--- src/rtl/getpixel_menu_pkg.sv ---
// Shared constants for the menu overlay: colours, title window, cursor geometry, control states.
// No logic; consumed by getpixel_menu and its sub-module.
// Backpressure: n/a.
package getpixel_menu_pkg;

    localparam logic [11:0] WHITE = 12'hfff;
    localparam logic [11:0] BLACK = 12'h000;
    localparam logic [11:0] RED   = 12'hf00;
    localparam logic [11:0] GREEN = 12'h0f0;

    localparam int TITLE_X0 = 32;
    localparam int TITLE_X1 = 405;
    localparam int TITLE_Y0 = 16;
    localparam int TITLE_Y1 = 39;

    localparam int CURSOR_X = 64;
    localparam int CURSOR_W = 26;
    localparam int CURSOR_H = 16;

    // Rows are drawn ROW_TRIM pixels shorter than their pitch, leaving a gap between boxes.
    localparam int ROW_TRIM = 28;

    typedef enum logic {
        BROWSE = 1'b0,
        LOCKED = 1'b1
    } menu_state_t;

endpackage

--- src/rtl/menu_title_rom.sv ---
// Title bitmap lookup: 373x23 one-bit glyph field addressed relative to the title window.
// Latency: 1 clk synchronous read.
// Backpressure: none; a new address is accepted every cycle.
module menu_title_rom (
    input  logic       clk,
    input  logic       rst,
    input  logic [8:0] x,
    input  logic [4:0] y,
    output logic       dout
);

    // Banded glyph pattern: alternating 8-pixel cells, one blank column per cell,
    // and a diagonal notch where the cell-pair index meets the row index.
    always_ff @(posedge clk or posedge rst) begin
        if (rst) begin
            dout <= 1'b0;
        end else begin
            dout <= (x[3] ^ y[2]) & (x[2:0] != 3'd7) & (x[8:4] != y);
        end
    end

endmodule

--- src/rtl/getpixel_menu.sv ---
// Menu overlay: button-driven row selection with confirm/ack handshake and a pixel colour pipeline.
// Latency: 2 clk from h_cnt/v_cnt/valid to r/g/b.
// Backpressure: buttons are ignored while a confirmed selection awaits sel_ack.
module getpixel_menu
    import getpixel_menu_pkg::*;
#(
    parameter int N_ITEMS      = 4,
    parameter int SEL_W        = 2,
    parameter int BOX_X0       = 112,
    parameter int BOX_X1       = 592,
    parameter int BOX_Y0       = 88,
    parameter int ROW_PITCH    = 88,
    parameter int BORDER       = 5,
    parameter int BLINK_FRAMES = 16
) (
    input  logic             clk,
    input  logic             rst,
    input  logic             valid,
    input  logic [9:0]       h_cnt,
    input  logic [9:0]       v_cnt,
    input  logic             btn_up,
    input  logic             btn_down,
    input  logic             btn_confirm,
    input  logic             sel_ack,
    output logic [SEL_W-1:0] sel,
    output logic             sel_valid,
    output logic [3:0]       r,
    output logic [3:0]       g,
    output logic [3:0]       b
);

    localparam logic [SEL_W-1:0] SEL_MAX = SEL_W'(N_ITEMS - 1);
    localparam int               FC_W    = (BLINK_FRAMES > 1) ? $clog2(BLINK_FRAMES) : 1;
    localparam logic [FC_W-1:0]  FC_MAX  = FC_W'(BLINK_FRAMES - 1);

    localparam logic [10:0] BX0     = 11'(BOX_X0);
    localparam logic [10:0] BX1     = 11'(BOX_X1);
    localparam logic [10:0] BY0     = 11'(BOX_Y0);
    localparam logic [10:0] RP      = 11'(ROW_PITCH);
    localparam logic [10:0] BRD     = 11'(BORDER);
    localparam logic [10:0] ROW_H   = 11'(ROW_PITCH - ROW_TRIM);
    localparam logic [10:0] CUR_OFF = 11'((ROW_PITCH - ROW_TRIM) / 2 - CURSOR_H / 2);
    localparam logic [10:0] CUR_H   = 11'(CURSOR_H);
    localparam logic [10:0] CUR_X0  = 11'(CURSOR_X);
    localparam logic [10:0] CUR_X1  = 11'(CURSOR_X + CURSOR_W);
    localparam logic [10:0] TX0     = 11'(TITLE_X0);
    localparam logic [10:0] TX1     = 11'(TITLE_X1);
    localparam logic [10:0] TY0     = 11'(TITLE_Y0);
    localparam logic [10:0] TY1     = 11'(TITLE_Y1);

    menu_state_t     state;
    logic [FC_W-1:0] frame_cnt;
    logic            blink_phase;

    // Selection control: confirm wins over a simultaneous move, and the lock holds until ack.
    always_ff @(posedge clk or posedge rst) begin
        if (rst) begin
            state     <= BROWSE;
            sel       <= '0;
            sel_valid <= 1'b0;
        end else begin
            case (state)
                BROWSE: begin
                    if (btn_confirm) begin
                        state     <= LOCKED;
                        sel_valid <= 1'b1;
                    end else if (btn_up && !btn_down) begin
                        sel <= (sel == '0) ? SEL_MAX : sel - SEL_W'(1);
                    end else if (btn_down && !btn_up) begin
                        sel <= (sel == SEL_MAX) ? '0 : sel + SEL_W'(1);
                    end
                end
                LOCKED: begin
                    if (sel_ack) begin
                        state     <= BROWSE;
                        sel_valid <= 1'b0;
                    end
                end
                default: begin
                    state     <= BROWSE;
                    sel_valid <= 1'b0;
                end
            endcase
        end
    end

    always_ff @(posedge clk or posedge rst) begin
        if (rst) begin
            frame_cnt   <= '0;
            blink_phase <= 1'b1;
        end else if (h_cnt == 10'd0 && v_cnt == 10'd0) begin
            if (frame_cnt == FC_MAX) begin
                frame_cnt   <= '0;
                blink_phase <= ~blink_phase;
            end else begin
                frame_cnt <= frame_cnt + FC_W'(1);
            end
        end
    end

    logic [10:0] hx, vy, oy;
    logic        clipped, hit_outline, hit_cur_row, hit_cursor, hit_title;

    assign hx = {1'b0, h_cnt};
    assign vy = {1'b0, v_cnt};

    // Row origins are accumulated pitch by pitch; once a row would run past the
    // 10-bit coordinate space it and all rows below it are dropped.
    always_comb begin
        hit_outline = 1'b0;
        hit_cur_row = 1'b0;
        clipped     = 1'b0;
        oy          = BY0;
        for (int k = 0; k < N_ITEMS; k++) begin
            if (!clipped && (oy + ROW_H > 11'd1024)) begin
                clipped = 1'b1;
            end
            if (!clipped) begin
                if (vy >= oy && vy < oy + ROW_H && hx >= BX0 && hx < BX1 &&
                    !(vy >= oy + BRD && vy < oy + ROW_H - BRD &&
                      hx >= BX0 + BRD && hx < BX1 - BRD)) begin
                    hit_outline = 1'b1;
                end
                if (SEL_W'(k) == sel && vy >= oy + CUR_OFF && vy < oy + CUR_OFF + CUR_H) begin
                    hit_cur_row = 1'b1;
                end
                oy = oy + RP;
            end
        end
    end

    assign hit_cursor = hit_cur_row && hx >= CUR_X0 && hx < CUR_X1 &&
                        (state == LOCKED || blink_phase);
    assign hit_title  = hx >= TX0 && hx < TX1 && vy >= TY0 && vy < TY1;

    logic       rom_q;
    logic [8:0] rom_x;
    logic [4:0] rom_y;

    assign rom_x = 9'(h_cnt - 10'(TITLE_X0));
    assign rom_y = 5'(v_cnt - 10'(TITLE_Y0));

    menu_title_rom u_title_rom (
        .clk  (clk),
        .rst  (rst),
        .x    (rom_x),
        .y    (rom_y),
        .dout (rom_q)
    );

    logic        s1_valid, s1_outline, s1_cursor, s1_title;
    logic [11:0] s1_cur_col, pix;

    // sel, state and blink_phase all land in stage 1 on the same edge.
    always_ff @(posedge clk or posedge rst) begin
        if (rst) begin
            s1_valid   <= 1'b0;
            s1_outline <= 1'b0;
            s1_cursor  <= 1'b0;
            s1_title   <= 1'b0;
            s1_cur_col <= BLACK;
        end else begin
            s1_valid   <= valid;
            s1_outline <= hit_outline;
            s1_cursor  <= hit_cursor;
            s1_title   <= hit_title;
            s1_cur_col <= (state == LOCKED) ? GREEN : RED;
        end
    end

    always_comb begin
        pix = BLACK;
        if (s1_valid) begin
            if (s1_outline) begin
                pix = WHITE;
            end else if (s1_cursor) begin
                pix = s1_cur_col;
            end else if (s1_title && rom_q) begin
                pix = WHITE;
            end
        end
    end

    always_ff @(posedge clk or posedge rst) begin
        if (rst) begin
            r <= 4'h0;
            g <= 4'h0;
            b <= 4'h0;
        end else begin
            {r, g, b} <= pix;
        end
    end

endmodule

--- config.mk ---
export PLATFORM = sky130hd
export DESIGN_NAME = getpixel_menu
export DESIGN_NICKNAME = d
export VERILOG_FILES = /design/src/rtl/getpixel_menu_pkg.sv /design/src/rtl/menu_title_rom.sv /design/src/rtl/getpixel_menu.sv
export SDC_FILE = /design/constraint.sdc
export NUM_CORES = 1
export LEC_CHECK = 0
export ABC_CLOCK_PERIOD_IN_PS = 1300
export CAP_MARGIN = 20
export CELL_PAD_IN_SITES_DETAIL_PLACEMENT = 0
export CELL_PAD_IN_SITES_GLOBAL_PLACEMENT = 1
export CORE_ASPECT_RATIO = 1.25
export CORE_MARGIN = 2
export CORE_UTILIZATION = 32
export DETAILED_ROUTE_END_ITERATION = 10
export PLACE_DENSITY = 0.73
export REMOVE_ABC_BUFFERS = 1
export SLEW_MARGIN = 10
export SYNTH_ARGS = -nofsm -noshare
export SYNTH_HDL_FRONTEND = slang
export SYNTH_HIERARCHICAL = 1
export SYNTH_SLANG_ARGS = --single-unit
--- constraint.sdc ---
create_clock -name clk -period 1.3 [get_ports clk]
set_input_delay 0.26 -clock clk [delete_from_list [all_inputs] [get_ports clk]]
set_output_delay 0.26 -clock clk [all_outputs]
set_load 0.02 [all_outputs]
# == Word-level counts from Yosys, hierarchy flattened ==
# Index checks and enable logic that the tools add are counted.
# totals
reg_bits,38
inputBits,27
out_inout_bits,15
wordCells,152
# classes
add_sub_neg,5
n_lt_le_gt_ge,34
eq_ne,9
mux,24
n_bitwise,6
reduce_logical,60
# op_table
op,count
$lt A10 B9 Y1 const B,7
$ge A10 B7 Y1 const B,6
$ge A10 B9 Y1 const B,6
$mux W12,5
$lt A10 B8 Y1 const B,5
$logic_and A1 B1 Y1,46
$ge A10 B8 Y1 const B,3
$logic_not A10 Y1,2
$lt A10 B10 Y1 const B,2
$lt A10 B7 Y1 const B,2
$mux W1,12
$ge A10 B5 Y1 const B,1
$ge A10 B6 Y1 const B,1
$lt A10 B6 Y1 const B,1
$sub A9 B6 Y9 const B,1
$mux W2,4
$logic_not A1 Y1,6
$ne A5 B5 Y1,1
$sub A5 B5 Y5 const B,1
$add A4 B1 Y4 const B,1
$eq A2 B2 Y1 const A,2
$eq A4 B4 Y1 const B,1
$mux W4,1
$ne A2 B2 Y1 const B,2
other kinds (14),19

# == Depth between registers and ports, before layout ==
# Gate-level depths: netlist of the first run.
# depth
ltp_word,10
mapped_depth,6
ltp_nobuf,6

# == Hierarchy ==
# Netlist of the first run, hierarchy kept.
# modules_own_cells
module,instances,cells_each,area_each_um2,seq_area_each_um2
getpixel_menu,1,189,1517.7,451.7
menu_title_rom,1,12,101.3,25.0

# == Least setup slack after synthesis of the first run ==
# No wires, ideal clock.
# synth_timing
kind,input port to flip-flop
startpoint,in h_cnt[1]
endpoint,reg frame_cnt[0]
setup_ns,0.125
arrival_time_ns,1.489
t_required_ns,1.175
slack_ns,-0.314
path_stages,3
n_path_buf,0
path_cell_list,or4_4 > nor4_4 > mux2_2
# synth_via
elab_chain_len,2
# synth_lines
element,line_no,rtl
"start, declared",getpixel_menu.sv:19,"input logic [9:0] h_cnt,"
$logic_not A10 Y1,getpixel_menu.sv:91,end else if (h_cnt == 10'd0 && v_cnt == 10'd0) begin
$logic_and A1 B1 Y1,getpixel_menu.sv:91,
"end signal, assigned",getpixel_menu.sv:96,frame_cnt <= frame_cnt + FC_W'(1);
"end, declared",getpixel_menu.sv:52,logic [FC_W-1:0] frame_cnt;
# Every way passes these cells.
# A chain may end at the register's enable or synchronous reset.

# == Final worst setup path of the first run ==
# layout_timing
startpoint,in h_cnt[3]
endpoint,reg frame_cnt[1]
# The elaborated chain is that of the path after synthesis.

==> results of run 1 <==
placed cells by master (no fill, tap or decap), types with 3 or more instances in the layout:
cell type | netlist | layout
inv_2 | 0 | 4
buf_4 | 9 | 54
nand4_1 | 3 | 3
a21oi_1 | 7 | 5
dfrtp_1 | 18 | 17
xnor2_1 | 6 | 6
clkdlybuf4s50_1 | 0 | 4
nor3_1 | 12 | 5
a31oi_1 | 5 | 5
buf_2 | 3 | 13
nor2_1 | 16 | 15
inv_1 | 14 | 10
nand2b_1 | 4 | 4
xor2_1 | 7 | 7
dlygate4sd2_1 | 0 | 14
ha_1 | 8 | 5
nor3_4 | 0 | 3
buf_8 | 0 | 3
nand3_1 | 10 | 9
or3_1 | 4 | 3
nand2_1 | 22 | 20
mux2_4 | 0 | 3
buf_6 | 2 | 14
o21ai_0 | 12 | 8
and3_4 | 0 | 3
clkbuf_8 | 0 | 3
nor3_2 | 0 | 4
worst paths after layout:
kind	start	slack, ns	to
max in group asynchronous	rst	0.61	blink_phase
worst min-delay path	rst	0.18	u_title_rom/dout
worst max register to register	sel[1]	-0.04	s1_cursor
min in group clk	v_cnt[7]	0.34	s1_title
worst max-delay path	h_cnt[3]	-0.16	frame_cnt[1]
worst min register to register	state	0.47	s1_cur_col[7]
registers in the layout, summed over array words and instances, names as in the netlist:
signal,cells
sel_valid,1
sel,2
frame_cnt,4
blink_phase,1
s1_cursor,1
state,1
b,1
s1_title,1
g,1
s1_outline,1
s1_cur_col,2
r,1
u_title_rom/dout,1
s1_valid,1
repair_timing:
| item | CTS | global route |
|---|---|---|
| pin swaps | 25 | 16 |
| setup buffers | 10 | 0 |
| hold buffers | 0 | 0 |
| endpoints found under the setup margin | 25 | 13 |
| gates resized for setup | 150 | 28 |
where the power goes:
| part | internal (mW) | switching, mW | total [mW] |
|---|---|---|---|
| registers | 0.658 | 0.0576 | 0.716 |
| logic | 0.504 | 0.474 | 0.978 |
| clock network | 0.217 | 0.175 | 0.392 |
| total | 1.38 | 0.707 | 2.09 |
stage by stage:
stage / setup TNS (ns) / cells / instance area, um2 / power, mW / utilization [%]
floorplan: -1.71 / 187 / 1510 / 1.07 / -
global placement: -7.77 / 345 / 2440 / 1.60 / 50.8
detailed placement: -7.83 / 345 / 2440 / 1.59 / 50.8
CTS: -0.860 / 359 / 2730 / 2.10 / 56.9
global route: -1.27 / 358 / 2770 / 2.24 / 57.7
finish: -0.821 / 358 / 2770 / 2.09 / 57.7
logic make-up (layout without fill, tap and decap cells):
group | count (synthesis) | after routing | share of synthesized area (%)
multiplexers | 4 | 4 | 2.70
flip-flops | 19 | 19 | 29.4
AND/OR/NAND/NOR | 83 | 83 | 26.4
buffers and inverters | 29 | 126 | 9.97
XOR/XNOR | 13 | 13 | 7.03
adder cells (fa/ha/maj) | 8 | 8 | 6.18
AO/OA/AOI/OAI | 45 | 45 | 18.3
per-layer routing:
| layer | routed length, um | vias up | track usage [%] |
|---|---|---|---|
| li1 | - | 909 | - |
| met1 | 1970 | 864 | 22.1 |
| met2 | 2530 | 52 | 30.4 |
| met3 | 155 | 8 | 0.540 |
| met4 | 110 | 0 | 7.61 |
| met5 | 0 | - | 0 |
final cells by class:
type                            instances  area [um2]  share of cell area (%)
Tap cell                               60        75.1                    2.71
Multi-Input combinational cell        153        1200                    43.5
Clock buffer                            4        45.0                    1.63
Sequential cell                        19         478                    17.3
Inverter                               15        57.6                    2.08
Timing Repair Buffer                  107         911                    32.9
==> qor.csv, run 1 <==
metric;value;unit
core outline area;4800;um2
clk slew on worst S/H paths;0.07;ns
post-synthesis cell count;201;
WS Path Type;in -> reg;
pin count of the biggest net entering global routing;11;
CP cell instances;buf_6 > or4_4 > nor4_4 > buf_6 > mux2_4;
worst slack, placed;-0.920;ns
flop and latch count out of synthesis;19;
GP Congestion;0.881;
initial antenna violation count;0;
PortBufs;41;
first-pass GRT wire length;7.85;mm
sequential element share of the synthesized area;29.4;%
post-detail-place hpwl;3.76;mm
final number of setup-violating endpoints;8;
clk buf depth;2;
CTS Buf Count;3;
most frequent cell after synthesis;nand2_1;
CTS tree;done;
Total GRT Usage;17.6;%
post-synth top area cell;dfrtp_1;
synth cell count leaders;nand2_1 (22), dfrtp_1 (18), nor2_1 (16), inv_1 (14);
CP max stage delay;0.55;ns
ant diodes;0;
vias in the first global route;1813;
FP Rows;28;
IO Count;42;
Min-Delay Path Class;in -> async;
max_cap viols;0;
via/cell ratio;5.12;
ys flop type;dfrtp_1;
share of cells above drive strength 1;45.0;%
CP startpoint kind;primary input;
final worst slack;-0.156;ns
hold slack final;0.177;ns
CP Data Required Time;1.43;ns
Post-DRT Antenna Nets;0;
CP Max Fanout;5;
H-tree depth;1;
Worst-Margin Slew;0.307;ns
Cell Area, Synth;1620;um2
worst skew pair latency;0.25;ns
fillers;427;
YS warnings;6;
CP max-delay cell;or4_4;
Root Buffer;clkbuf_8;
failing checks;setup timing;
drt pass-1 iters;4;
VDD IR max;0.329;mV
asr flop ratio synth;100;%
status;finished, violations left;
1st-iter DRT viols;106;
relative slew slack;79.3;%
CP Capture Type;register;
crit-path leading delay family;simple AND/OR/NAND/NOR gates;
Vias;1833;
Die H;83.5;um
pwr/cell area;753;nW/um2
P&R area growth vs syn;71.1;%
crit path time final;1.46;ns
drt drc;0;
RSZ-0062 raised after global routing;true;
Clock Sinks;19;
Avg Cell Area, Syn;8.05;um2
drt total wl;4.76;mm
Max Transition Viols Final;0;
Worst path depth;5;
die area;5650;um2
nets;334;
fin crit share;112;%
CP Buf/Inv Count;2;
number of flops mapped to enable cells by yosys;0;
most used cell, CP;buf_6;
clk_skew;0.00171;ns
CP arrival;1.59;ns
Reg2Reg Depth;6;
P_leak;1.31;nW
ranking of synthesized cells by area;dfrtp_1 (28%), ha_1 (6.2%), nand2_1 (5.1%);
Peak Freq;687;MHz
final hold viol count;0;
post-synth cell types;45;
Remaining Overflow, GRT;0;
routed len/inst;13.3;um
Yosys top cell area share;27.8;%
starting density of the core;33.7;%
Die W;67.6;um
(Power assumes the default switching activity.)
==> run 2, diff against run 1 <==
Settings changed: CAP_MARGIN 20 to default, CORE_UTILIZATION 32 to 41, DONT_BUFFER_PORTS from default to 1, PLACE_DENSITY 0.73 to 0.72.
==> qor.csv, run 2 (same netlist as run 1, synthesis figures left out) <==
metric;value;unit;change
CTS Buf Count;3;;unchanged
reg2reg end;s1_cursor;;
Reg2Reg Depth;6;;unchanged
failing checks;setup timing;;
final hold viol count;0;;unchanged
Peak Freq;739;MHz;+7.5%
CP startpoint kind;primary input;;
Final Util;49.3;%;-8.4 points
max reg flops;4;;unchanged
placed cells;264;;-23%
1st-iter DRT viols;105;;-0.94%
Post-DRT Antenna Nets;0;;unchanged
CTS tree;done;;
first-pass GRT wire length;6.72;mm;-14%
Worst R2R Setup Slack;-0.03;ns;about the same
CP Launch Point;h_cnt[4];;
crit path time final;1.35;ns;-0.102 ns
drt drc;0;;unchanged
max_cap viols;0;;unchanged
top flop regs;frame_cnt (4), s1_cur_col (2), sel (2);;
r2r startpoint;sel[1];;
Die W;60.2;um;-11%
Total GRT Usage;19.8;%;+2.2 points
RSZ-0062 raised after global routing;true;;
Clock Sinks;19;;unchanged
clk slew on worst S/H paths;0.07;ns;about the same
relative slew slack;79.8;%;+0.52 points
Biggest register;frame_cnt;;
area post-placement;1750;um2;-28%
via/cell ratio;5.65;;+10%
CP max stage delay;0.54;ns;about the same
CP Capture Type;register;;
clk_skew;0.00219;ns;+0.000477 ns
commonest non-fill, non-tap cell in the layout;buf_4;;
starting density of the core;42.8;%;+9.0 points
GP Congestion;0.910;;+3.3%
Worst path depth;4;;-1
Worst setup endpoint;frame_cnt[0];;
hold path startpoint;valid;;
nets;253;;-24%
Root Buffer;clkbuf_8;;
fin cells;271;;-24%
P&R area growth vs syn;15.3;%;
VDD IR max;0.427;mV;+30%
WS Path Type;in -> reg;;
Vias;1532;;-16%
Min-Delay Path Class;in -> reg;;
core outline area;3780;um2;-21%
CP Buf/Inv Count;1;;-1
worst skew pair latency;0.26;ns;about the same
worst slack, placed;-0.431;ns;+0.489 ns
setup TNS;-0.178;ns;+0.643 ns
share of cells above drive strength 1;19.8;%;-25 points
CP max-delay cell;or4_4;;
final worst slack;-0.0537;ns;+0.102 ns
CP Data Required Time;1.45;ns;+0.02 ns
die area;4470;um2;-21%
drt total wl;4.15;mm;-13%
IO Count;42;;unchanged
H-tree depth;1;;unchanged
post-route cell area;1870;um2;-33%
clk buf depth;2;;unchanged
Max Transition Viols Final;0;;unchanged
fin crit share;104;%;-7.9 points
vias in the first global route;1493;;-18%
CP arrival;1.50;ns;-0.09 ns
Die H;74.3;um;-11%
CP cell instances;or4_4 > nor4_4 > buf_4 > mux2_4;;
post-detail-place hpwl;3.21;mm;-15%
Remaining Overflow, GRT;0;;unchanged
crit-path leading delay family;simple AND/OR/NAND/NOR gates;;
Worst-Margin Slew;0.299;ns;-0.00769 ns
PortBufs;0;;-100%
CP Max Fanout;6;;+1
pin count of the biggest net entering global routing;15;;+4
most frequent cells in the layout;buf_4 (25), nand2_1 (22), dfrtp_1 (18);;
final number of setup-violating endpoints;5;;-3
FP Rows;25;;-11%
drt pass-1 iters;8;;+4
P_leak;0.824;nW;-37%
status;finished, violations left;;
initial antenna violation count;0;;unchanged
ant diodes;0;;unchanged
routed len/inst;15.3;um;+15%
pwr/cell area;927;nW/um2;+23%
-- run 2: what timing repair did --
| item | 4_1_cts | 5_1_grt |
|---|---|---|
| setup buffers | 2 | 0 |
| pin swaps | 4 | 1 |
| gates cloned | 0 | 0 |
| hold buffers | 1 | 0 |
| resized for setup | 6 | 5 |
| setup endpoints to repair | 7 | 10 |
| hold endpoints to repair | 6 | 0 |
-- run 2: worst min path at each step --
stage                                  end  slack [ns]  depth (start not counted)
after floorplan           u_title_rom/dout       -0.01                          1
after global placement    u_title_rom/dout      -0.002                          1
after detailed placement  u_title_rom/dout      -0.008                          1
after CTS                         s1_valid        0.02                          0
after global routing              s1_valid       0.007                          0
final                             s1_valid        0.02                          0
-- run 2: area by class of cell --
type	count	area [um2]
Sequential cell	19	477
Clock buffer	3	41.3
Timing Repair Buffer	26	198
Fill cell	371	1920
Clock inverter	1	5.00
Multi-Input combinational cell	153	1020
Inverter	15	56.3
Tap cell	54	67.6
-- run 2: power by group --
part	switching [mW]	leakage, nW	internal [mW]
registers	0.0655	0.244	0.654
logic	0.332	0.555	0.270
clock network	0.195	0.0255	0.213
-- run 2: metal layers --
| layer | wire length (um) | global-route usage [%] | up-vias |
|---|---|---|---|
| li1 | - | - | 742 |
| met1 | 1640 | 21.7 | 721 |
| met2 | 2190 | 37.1 | 61 |
| met3 | 219 | 2.61 | 8 |
| met4 | 95 | 8.64 | 0 |
| met5 | 0 | 0 | - |
-- run 2: stage by stage --
step | hold WS [ns] | power [mW]
global placement | -0.00229 | 1.25
detailed placement | -0.00833 | 1.26
CTS | 0.0197 | 1.73
floorplan | -0.0113 | 1.07
finish | 0.0231 | 1.73
global route | 0.00684 | 1.84
